$ cat config.mk
export PLATFORM = sky130hd
export DESIGN_NAME = l1_cache_ctrl_flat
export DESIGN_NICKNAME = d
export VERILOG_FILES = /design/src/rtl/l1_cache_ctrl_if.sv /design/src/rtl/l1_cache_ctrl.sv /design/src/flat_wrapper.sv
export SDC_FILE = /design/constraint.sdc
export NUM_CORES = 1
export LEC_CHECK = 0
export ABC_CLOCK_PERIOD_IN_PS = 5500
export CAP_MARGIN = 10
export CORE_MARGIN = 8
export CORE_UTILIZATION = 60
export DETAILED_ROUTE_END_ITERATION = 8
export GPL_TIMING_DRIVEN = 0
export PLACE_DENSITY = 0.83
export SYNTH_ARGS = -nofsm -noshare
export SYNTH_HDL_FRONTEND = slang
export SYNTH_SLANG_ARGS = --single-unit
$ cat constraint.sdc
create_clock -name clk -period 5.5 [get_ports clk]
set_input_delay 1.1 -clock clk [delete_from_list [all_inputs] [get_ports clk]]
set_output_delay 1.1 -clock clk [all_outputs]
set_load 0.1 [all_outputs]
$ cat src/rtl/l1_cache_ctrl_if.sv
// CPU, data-array and physical-memory signals of the L1 cache controller.
// The controller takes the slave view; the requester/memory side takes the master view.
interface l1_cache_ctrl_if;
  logic [15:0] mem_address;
  logic        mem_read;
  logic        mem_write;
  logic        mem_resp;
  logic [2:0]  data_index;
  logic        data_write;
  logic        data_sel;
  logic [15:0] pmem_address;
  logic        pmem_read;
  logic        pmem_write;
  logic        pmem_resp;

  modport master (
    output mem_address, mem_read, mem_write, pmem_resp,
    input  mem_resp, data_index, data_write, data_sel,
           pmem_address, pmem_read, pmem_write
  );

  modport slave (
    input  mem_address, mem_read, mem_write, pmem_resp,
    output mem_resp, data_index, data_write, data_sel,
           pmem_address, pmem_read, pmem_write
  );
endinterface

$ cat src/rtl/l1_cache_ctrl.sv
// Tag/valid/dirty store and miss-handling FSM for the direct-mapped L1 cache.
// Hits answer in IDLE; misses optionally write back the victim, then fill.
module l1_cache_ctrl #(
  parameter int TAG_W = 9,
  parameter int SETS  = 8
) (
  input logic           clk,
  input logic           reset,
  l1_cache_ctrl_if.slave bus
);
  localparam int IDX_W = $clog2(SETS);
  localparam int OFF_W = 16 - TAG_W - IDX_W;

  typedef enum logic [1:0] {IDLE, WRITEBACK, FILL} state_t;

  state_t           state, next_state;
  logic [SETS-1:0]  valid, dirty;
  logic [TAG_W-1:0] tags [SETS];
  logic [TAG_W-1:0] req_tag, miss_tag;
  logic [IDX_W-1:0] req_idx, miss_idx;
  logic             req, hit;

  assign req_tag = bus.mem_address[15 -: TAG_W];
  assign req_idx = bus.mem_address[OFF_W +: IDX_W];
  assign req     = bus.mem_read | bus.mem_write;
  assign hit     = valid[req_idx] && (tags[req_idx] == req_tag);

  always_ff @(posedge clk) begin
    if (reset) state <= IDLE;
    else       state <= next_state;
  end

  always_ff @(posedge clk) begin
    if (reset) begin
      valid <= '0;
      dirty <= '0;
    end else begin
      case (state)
        IDLE:      if (req && hit && bus.mem_write) dirty[req_idx] <= 1'b1;
        WRITEBACK: if (bus.pmem_resp) dirty[miss_idx] <= 1'b0;
        FILL: begin
          if (bus.pmem_resp) begin
            valid[miss_idx] <= 1'b1;
            dirty[miss_idx] <= 1'b0;
          end
        end
        default: ;
      endcase
    end
  end

  // The miss line is latched so a dropped request still installs the right line.
  always_ff @(posedge clk) begin
    if (state == IDLE && req && !hit) begin
      miss_tag <= req_tag;
      miss_idx <= req_idx;
    end
    if (!reset && state == FILL && bus.pmem_resp) tags[miss_idx] <= miss_tag;
  end

  always_comb begin
    next_state = state;
    case (state)
      IDLE: begin
        if (req && !hit) begin
          if (valid[req_idx] && dirty[req_idx]) next_state = WRITEBACK;
          else                                  next_state = FILL;
        end
      end
      WRITEBACK: if (bus.pmem_resp) next_state = FILL;
      FILL:      if (bus.pmem_resp) next_state = IDLE;
      default:   next_state = IDLE;
    endcase
  end

  always_comb begin
    bus.mem_resp     = 1'b0;
    bus.data_write   = 1'b0;
    bus.data_sel     = 1'b0;
    bus.pmem_read    = 1'b0;
    bus.pmem_write   = 1'b0;
    bus.data_index   = req_idx;
    bus.pmem_address = '0;
    if (!reset) begin
      case (state)
        IDLE: begin
          if (req && hit) begin
            bus.mem_resp   = 1'b1;
            bus.data_write = bus.mem_write;
          end
        end
        WRITEBACK: begin
          bus.data_index   = miss_idx;
          bus.pmem_write   = 1'b1;
          bus.pmem_address = {tags[miss_idx], miss_idx, {OFF_W{1'b0}}};
        end
        FILL: begin
          bus.data_index   = miss_idx;
          bus.pmem_read    = 1'b1;
          bus.pmem_address = {miss_tag, miss_idx, {OFF_W{1'b0}}};
          if (bus.pmem_resp) begin
            bus.data_write = 1'b1;
            bus.data_sel   = 1'b1;
          end
        end
        default: ;
      endcase
    end
  end
endmodule

$ cat src/flat_wrapper.sv
// flat-port wrapper written by rule: the top's interface ports become plain ports
module l1_cache_ctrl_flat 
#(
  parameter int TAG_W = 9,
  parameter int SETS  = 8
)
  (clk, reset, bus_mem_address, bus_mem_read, bus_mem_write, bus_pmem_resp, bus_mem_resp, bus_data_index, bus_data_write, bus_data_sel, bus_pmem_address, bus_pmem_read, bus_pmem_write);
  l1_cache_ctrl_if bus_i ();
  input logic clk;
  input logic reset;
  input wire logic [$bits(bus_i.mem_address)-1:0] bus_mem_address;
  input wire logic [$bits(bus_i.mem_read)-1:0] bus_mem_read;
  input wire logic [$bits(bus_i.mem_write)-1:0] bus_mem_write;
  input wire logic [$bits(bus_i.pmem_resp)-1:0] bus_pmem_resp;
  output wire logic [$bits(bus_i.mem_resp)-1:0] bus_mem_resp;
  output wire logic [$bits(bus_i.data_index)-1:0] bus_data_index;
  output wire logic [$bits(bus_i.data_write)-1:0] bus_data_write;
  output wire logic [$bits(bus_i.data_sel)-1:0] bus_data_sel;
  output wire logic [$bits(bus_i.pmem_address)-1:0] bus_pmem_address;
  output wire logic [$bits(bus_i.pmem_read)-1:0] bus_pmem_read;
  output wire logic [$bits(bus_i.pmem_write)-1:0] bus_pmem_write;
  assign bus_i.mem_address = bus_mem_address;
  assign bus_i.mem_read = bus_mem_read;
  assign bus_i.mem_write = bus_mem_write;
  assign bus_i.pmem_resp = bus_pmem_resp;
  assign bus_mem_resp = bus_i.mem_resp;
  assign bus_data_index = bus_i.data_index;
  assign bus_data_write = bus_i.data_write;
  assign bus_data_sel = bus_i.data_sel;
  assign bus_pmem_address = bus_i.pmem_address;
  assign bus_pmem_read = bus_i.pmem_read;
  assign bus_pmem_write = bus_i.pmem_write;
  l1_cache_ctrl #(.TAG_W(TAG_W), .SETS(SETS)) u_core (.clk(clk), .reset(reset), .bus(bus_i));
endmodule
---- Word-level counts from Yosys, hierarchy flattened ----
Memory sizes are Yosys's and may differ from the RTL's. A register that Yosys moved wholly into a read port is not among the register bits.
Cells that the tools add are included.
operators by class
  magnitude comparators ................... 4
  reductions and logical operators ........ 19
  eq/ne operators ......................... 8
  multiplexer cells ....................... 36
  bitwise gates (word level) .............. 5
operators by type and width
  kind                count
  $pmux 16 s2         1
  $mux 1              18
  $mux 16             1
  $mux 8              2
  $or 8x8->8          2
  $pmux 8 s2          1
  $logic_and 1x1->1   11
  $eq 9x9->1          1
  $mux 3              3
  $and 8x8->8         1
  $lt 3x4->1 const B  2
  $mux 2              4
  $not 8->8           1
  $bmux 1 s3          2
  $demux 1 s3         2
  $ge 3x1->1 const B  2
  $ne 2x2->1 const B  3
  $pmux 2 s3          1
  $reduce_and 3->1    2
  $ne 2x1->1 const B  2
  $eq 2x1->1 const B  1
  $eq 2x2->1 const B  1
  $logic_not 1->1     2
  $logic_not 2->1     1
  5 further kinds     5
storage, ports and cells
  word-level logic and storage cells ...... 78
  bits in writable memories ............... 72
  memories kept ........................... 1
  register bits after elaboration ......... 30
memories
  memory       depth  bits a word  read ports  clocked after memory_dff  write ports  RTL line             RTL
  u_core.tags  8      9            2           1                         1            l1_cache_ctrl.sv:18  logic [TAG_W-1:0] tags [SETS];

---- Depth between registers and ports, before layout ----
  depth in word-level cells ............... 8
  depth in mapped cells ................... 11
  mapped depth without buffers ............ 8

---- Worst setup path after synthesis ----
No wires, ideal clock.
  path kind ............................... input to output
  start point ............................. in reset
  end point ............................... out bus_data_write
  buffers on the path ..................... 0
  arrival ................................. 4,271 ps
  stages on the path ...................... 4
  path slack .............................. 129 ps
  required time ........................... 4,400 ps
  path through ............................ nor2b_1 > nand2_1 > inv_1 > a41o_1
between the ends
  longest elaborated chain between the ends .. 1
ends and longest elaborated chain
  item             RTL line             RTL
  start, declared  flat_wrapper.sv:10   input logic reset;
  $mux 1           l1_cache_ctrl.sv:84  if (!reset) begin
  end, declared    flat_wrapper.sv:17   output wire logic [$bits(bus_i.data_write)-1:0] bus_data_write;
No other way between the ends.

---- Worst setup path after layout ----
  start point ............................. in bus_mem_address[5]
  end point ............................... out bus_data_write
between the ends
  longest elaborated chain between the ends .. 7
  elaborated cells on any way between the ends .. 9
  those cells by class .................... eq/ne: 1; mux: 5; reduce/logical: 2; memory: 1
ends and longest elaborated chain
  item                                              RTL line             RTL
  start, declared                                   flat_wrapper.sv:11   input wire logic [$bits(bus_i.mem_address)-1:0] bus_mem_address;
  $mem_v2 8x9 / $bmux 1 s3 (equally long branches)  -
  $eq 9x9->1 / $mux 1 (equally long branches)       l1_cache_ctrl.sv:26  assign hit = valid[req_idx] && (tags[req_idx] == req_tag);
  $logic_and 1x1->1 *                               l1_cache_ctrl.sv:26
  $logic_and 1x1->1 *                               l1_cache_ctrl.sv:87  if (req && hit) begin
  $mux 1 *                                          l1_cache_ctrl.sv:87
  $pmux 1 s2 *                                      l1_cache_ctrl.sv:85  case (state)
  $mux 1 *                                          l1_cache_ctrl.sv:84
Every way passes the cells marked *; elsewhere a longest branch is shown, timed or not. The select of a mux whose other input is x is not followed.

==> qor.csv <==
metric,value,unit
status,completed,
path_buf_inv,3,
max_freq,185,MHz
drt-initial-drc-count,248,
place_area,5710,um^2
cp_top_family,buffers and inverters,
cts_buffer_depth,2,
netlist_area,5140,um^2
grt_pass1_wl,19.2,mm
ys.warnings.count,0,
grt_overflow,0,
end_kind,primary output,
cts_max_level,3,
ys.flop_type,edfxtp_1,
comb_power_share,19.7,%
die_h,109,um
grt_max_degree,17,
powerDensity,282,nW/um^2
switchingPower,0.478,mW
synth_top_area_share,49.1,%
clkTransAtPathRegs,90,ps
tightest_slew,1250,ps
ir_drop,199,uV
crit_type,in -> out,
postCtsSetupBuffers,0,
synthTopCellsByArea,"edfxtp_1 (49%), mux4_2 (12%), dfxtp_1 (8.2%)",
cp.arrival,4290,ps
grt_pass1_vias,3414,
antenna_found_initial,0,
period_share,98.1,%
grt_setup_unrepaired,no,
nNetsFinal,432,
final_cells,517,
path_max_fanout,10,
synthCells,352,
fp.dieW,109,um
netSwitchingFraction,28.8,%
tns,0,ps
synth-seq-cells,105,
holdWs,460,ps
place_congestion,0.899,
rows,33,
dr_total_vias,3415,
setup_violations,0,
hold_viol,0,
area_delta_synth_final,14.4,%
drc,0,
insertion_delay,360,ps
drt_first_pass_iters,4,
path_common_cell,nand2_1,
post-dp-hpwl,8.91,mm
maxCapViolCount,0,
grtUsageTotal,22.1,%
synth_area_leader_cell,edfxtp_1,
ys_types,48,
relSlewSlack,16.7,%
crit_required,4400,ps
fin_crit,5390,ps
syn_avg_cell_area,14.6,um^2
worstPathCellList,clkdlybuf4s50_1 -> clkbuf_1 -> nor2b_1 -> a22oi_1 -> nand2_1 -> xor2_1 -> nand2_1 -> nor4_2 -> a41o_1 -> buf_2,
viasPerCell,6.61,
n_antenna_cell,0,
die_area,11800,um^2
hold_path.class,reg -> reg,
core,8260,um^2
cts_root_buf,clkbuf_8,
yosysSeqAreaShare,57.3,%
start_kind,input pin,
numCtsBuffers,9,
hold_buffers,0,
cts.sinks,105,
drv_slew,0,
port_buffers,36,
fin_skew,15.7,ps
wl_per_cell,24.8,um
initial_core_util,62.2,%
crit_slowest_cell,nor2b_1,
antenna_left,0,
dp.cells,500,
p_seq_share,55.0,%
drive_gt1_share,19.9,%
clkPwrFrac,25.3,%
tritoncts,done,
stdcell_area,5880,um^2
critPathMaxStageDelay,540,ps
synth-edff-count,84,
drt-total-wl,12.8,mm
power.internal,1.18,mW
nFillCells,558,
async_reset_ff_share,0,%
leakage,2.10,nW
pin_count,45,
-- final cells by class --
cell class | instances | area [um^2] | share of cell area (%)
clock buffer | 13 | 139 | 2.36
sequential | 105 | 2940 | 50.1
tap | 105 | 131 | 2.23
multi-input combinational | 216 | 2060 | 35.1
timing repair buffer | 41 | 409 | 6.96
clock inverter | 3 | 21.3 | 0.362
buffer | 26 | 144 | 2.45
inverter | 8 | 30.0 | 0.511
-- cell families after synthesis --
logic type,Yosys count,synth area share (%)
multiplexers,71,21.7
adder cells (fa/ha/maj),4,0.974
AO/OA/AOI/OAI,50,7.52
flip-flops,105,57.3
AND/OR/NAND/NOR,80,7.91
buffers and inverters,34,3.36
XOR/XNOR,7,1.19
other,1,0.0730
-- Yosys cell counts (5+ instances only) --
master	instances
nor2_1	25
nor3_1	7
buf_4	7
nor2b_1	5
mux2_2	14
dfxtp_1	21
xor2_1	7
a21o_1	8
clkbuf_1	12
edfxtp_1	84
mux4_2	27
a22oi_1	17
mux2i_1	27
inv_1	8
nand2_1	15
-- cells in the final DEF (no fill, tap or decap), types with 3 or more instances in the layout --
cell type,netlist,final
mux2i_1,27,27
clkbuf_8,0,9
buf_6,2,7
nor3_2,0,4
a311oi_1,4,4
edfxtp_1,84,84
mux4_2,27,27
mux2_2,14,14
nand2b_1,4,4
nand2_1,15,15
inv_1,8,8
xor2_1,7,7
a21oi_1,3,3
and3_1,4,4
nor2_1,25,25
buf_2,3,4
nor2b_1,5,5
conb_1,1,4
nor3b_1,3,3
nor3_1,7,3
a31oi_1,4,4
dfxtp_1,21,21
clkbuf_1,12,16
a21o_1,8,8
a22oi_1,17,17
and2_1,3,3
ha_1,4,4
clkdlybuf4s50_1,0,34
nand3_1,3,3
buf_4,7,7
mux4_1,3,3
-- power groups by stage --
stage          Sequential (mW)  Combinational, mW  Clock [mW]
4_1_cts                  0.911              0.324       0.421
6_report                 0.912              0.327       0.420
2_1_floorplan            0.921              0.237           0
3_3_place_gp             0.926              0.314           0
5_1_grt                  0.915              0.344       0.446
3_5_place_dp             0.929              0.323           0
-- worst paths after layout --
check	from	end	slack, ps	depth (start not counted)
max	bus_mem_address[5]	bus_data_write	110	10
min	u_core.valid[1]	u_core.valid[1]	460	1
max reg2reg	u_core.tags[5][6]	u_core.miss_tag[8]	2420	8
min reg2reg	u_core.valid[1]	u_core.valid[1]	460	1
-- timing repair --
item / 4_1_cts / 5_1_grt
resized for setup: 10 / 4
hold endpoints to repair: 0 / 0
endpoints found under the setup margin: 2 / 11
-- state kept, by name, indices dropped and copies added, names as in the netlist, named ones only --
register,flops
u_core.dirty,8
u_core.state,2
u_core.valid,8
u_core.miss_idx,3
u_core.miss_tag,9
u_core.tags,72
-- through the flow --
| step | setup WS [ps] | utilization [%] | total power [mW] |
|---|---|---|---|
| finish | 106 | 71.2 | 1.66 |
| global route | 31.9 | 71.2 | 1.71 |
| CTS | 6.85 | 70.9 | 1.66 |
| detailed placement | -656 | 69.1 | 1.25 |
| global placement | -609 | 68.3 | 1.24 |
| floorplan | 129 | - | 1.16 |
-- metal layers --
metal	up-vias	global-route usage [%]	wire, um
met5	-	0	0
met2	181	36.1	6250
met4	0	10.3	443
li1	1489	-	-
met1	1714	28.0	5110
met3	31	4.05	991
(Power assumes the default switching activity.)
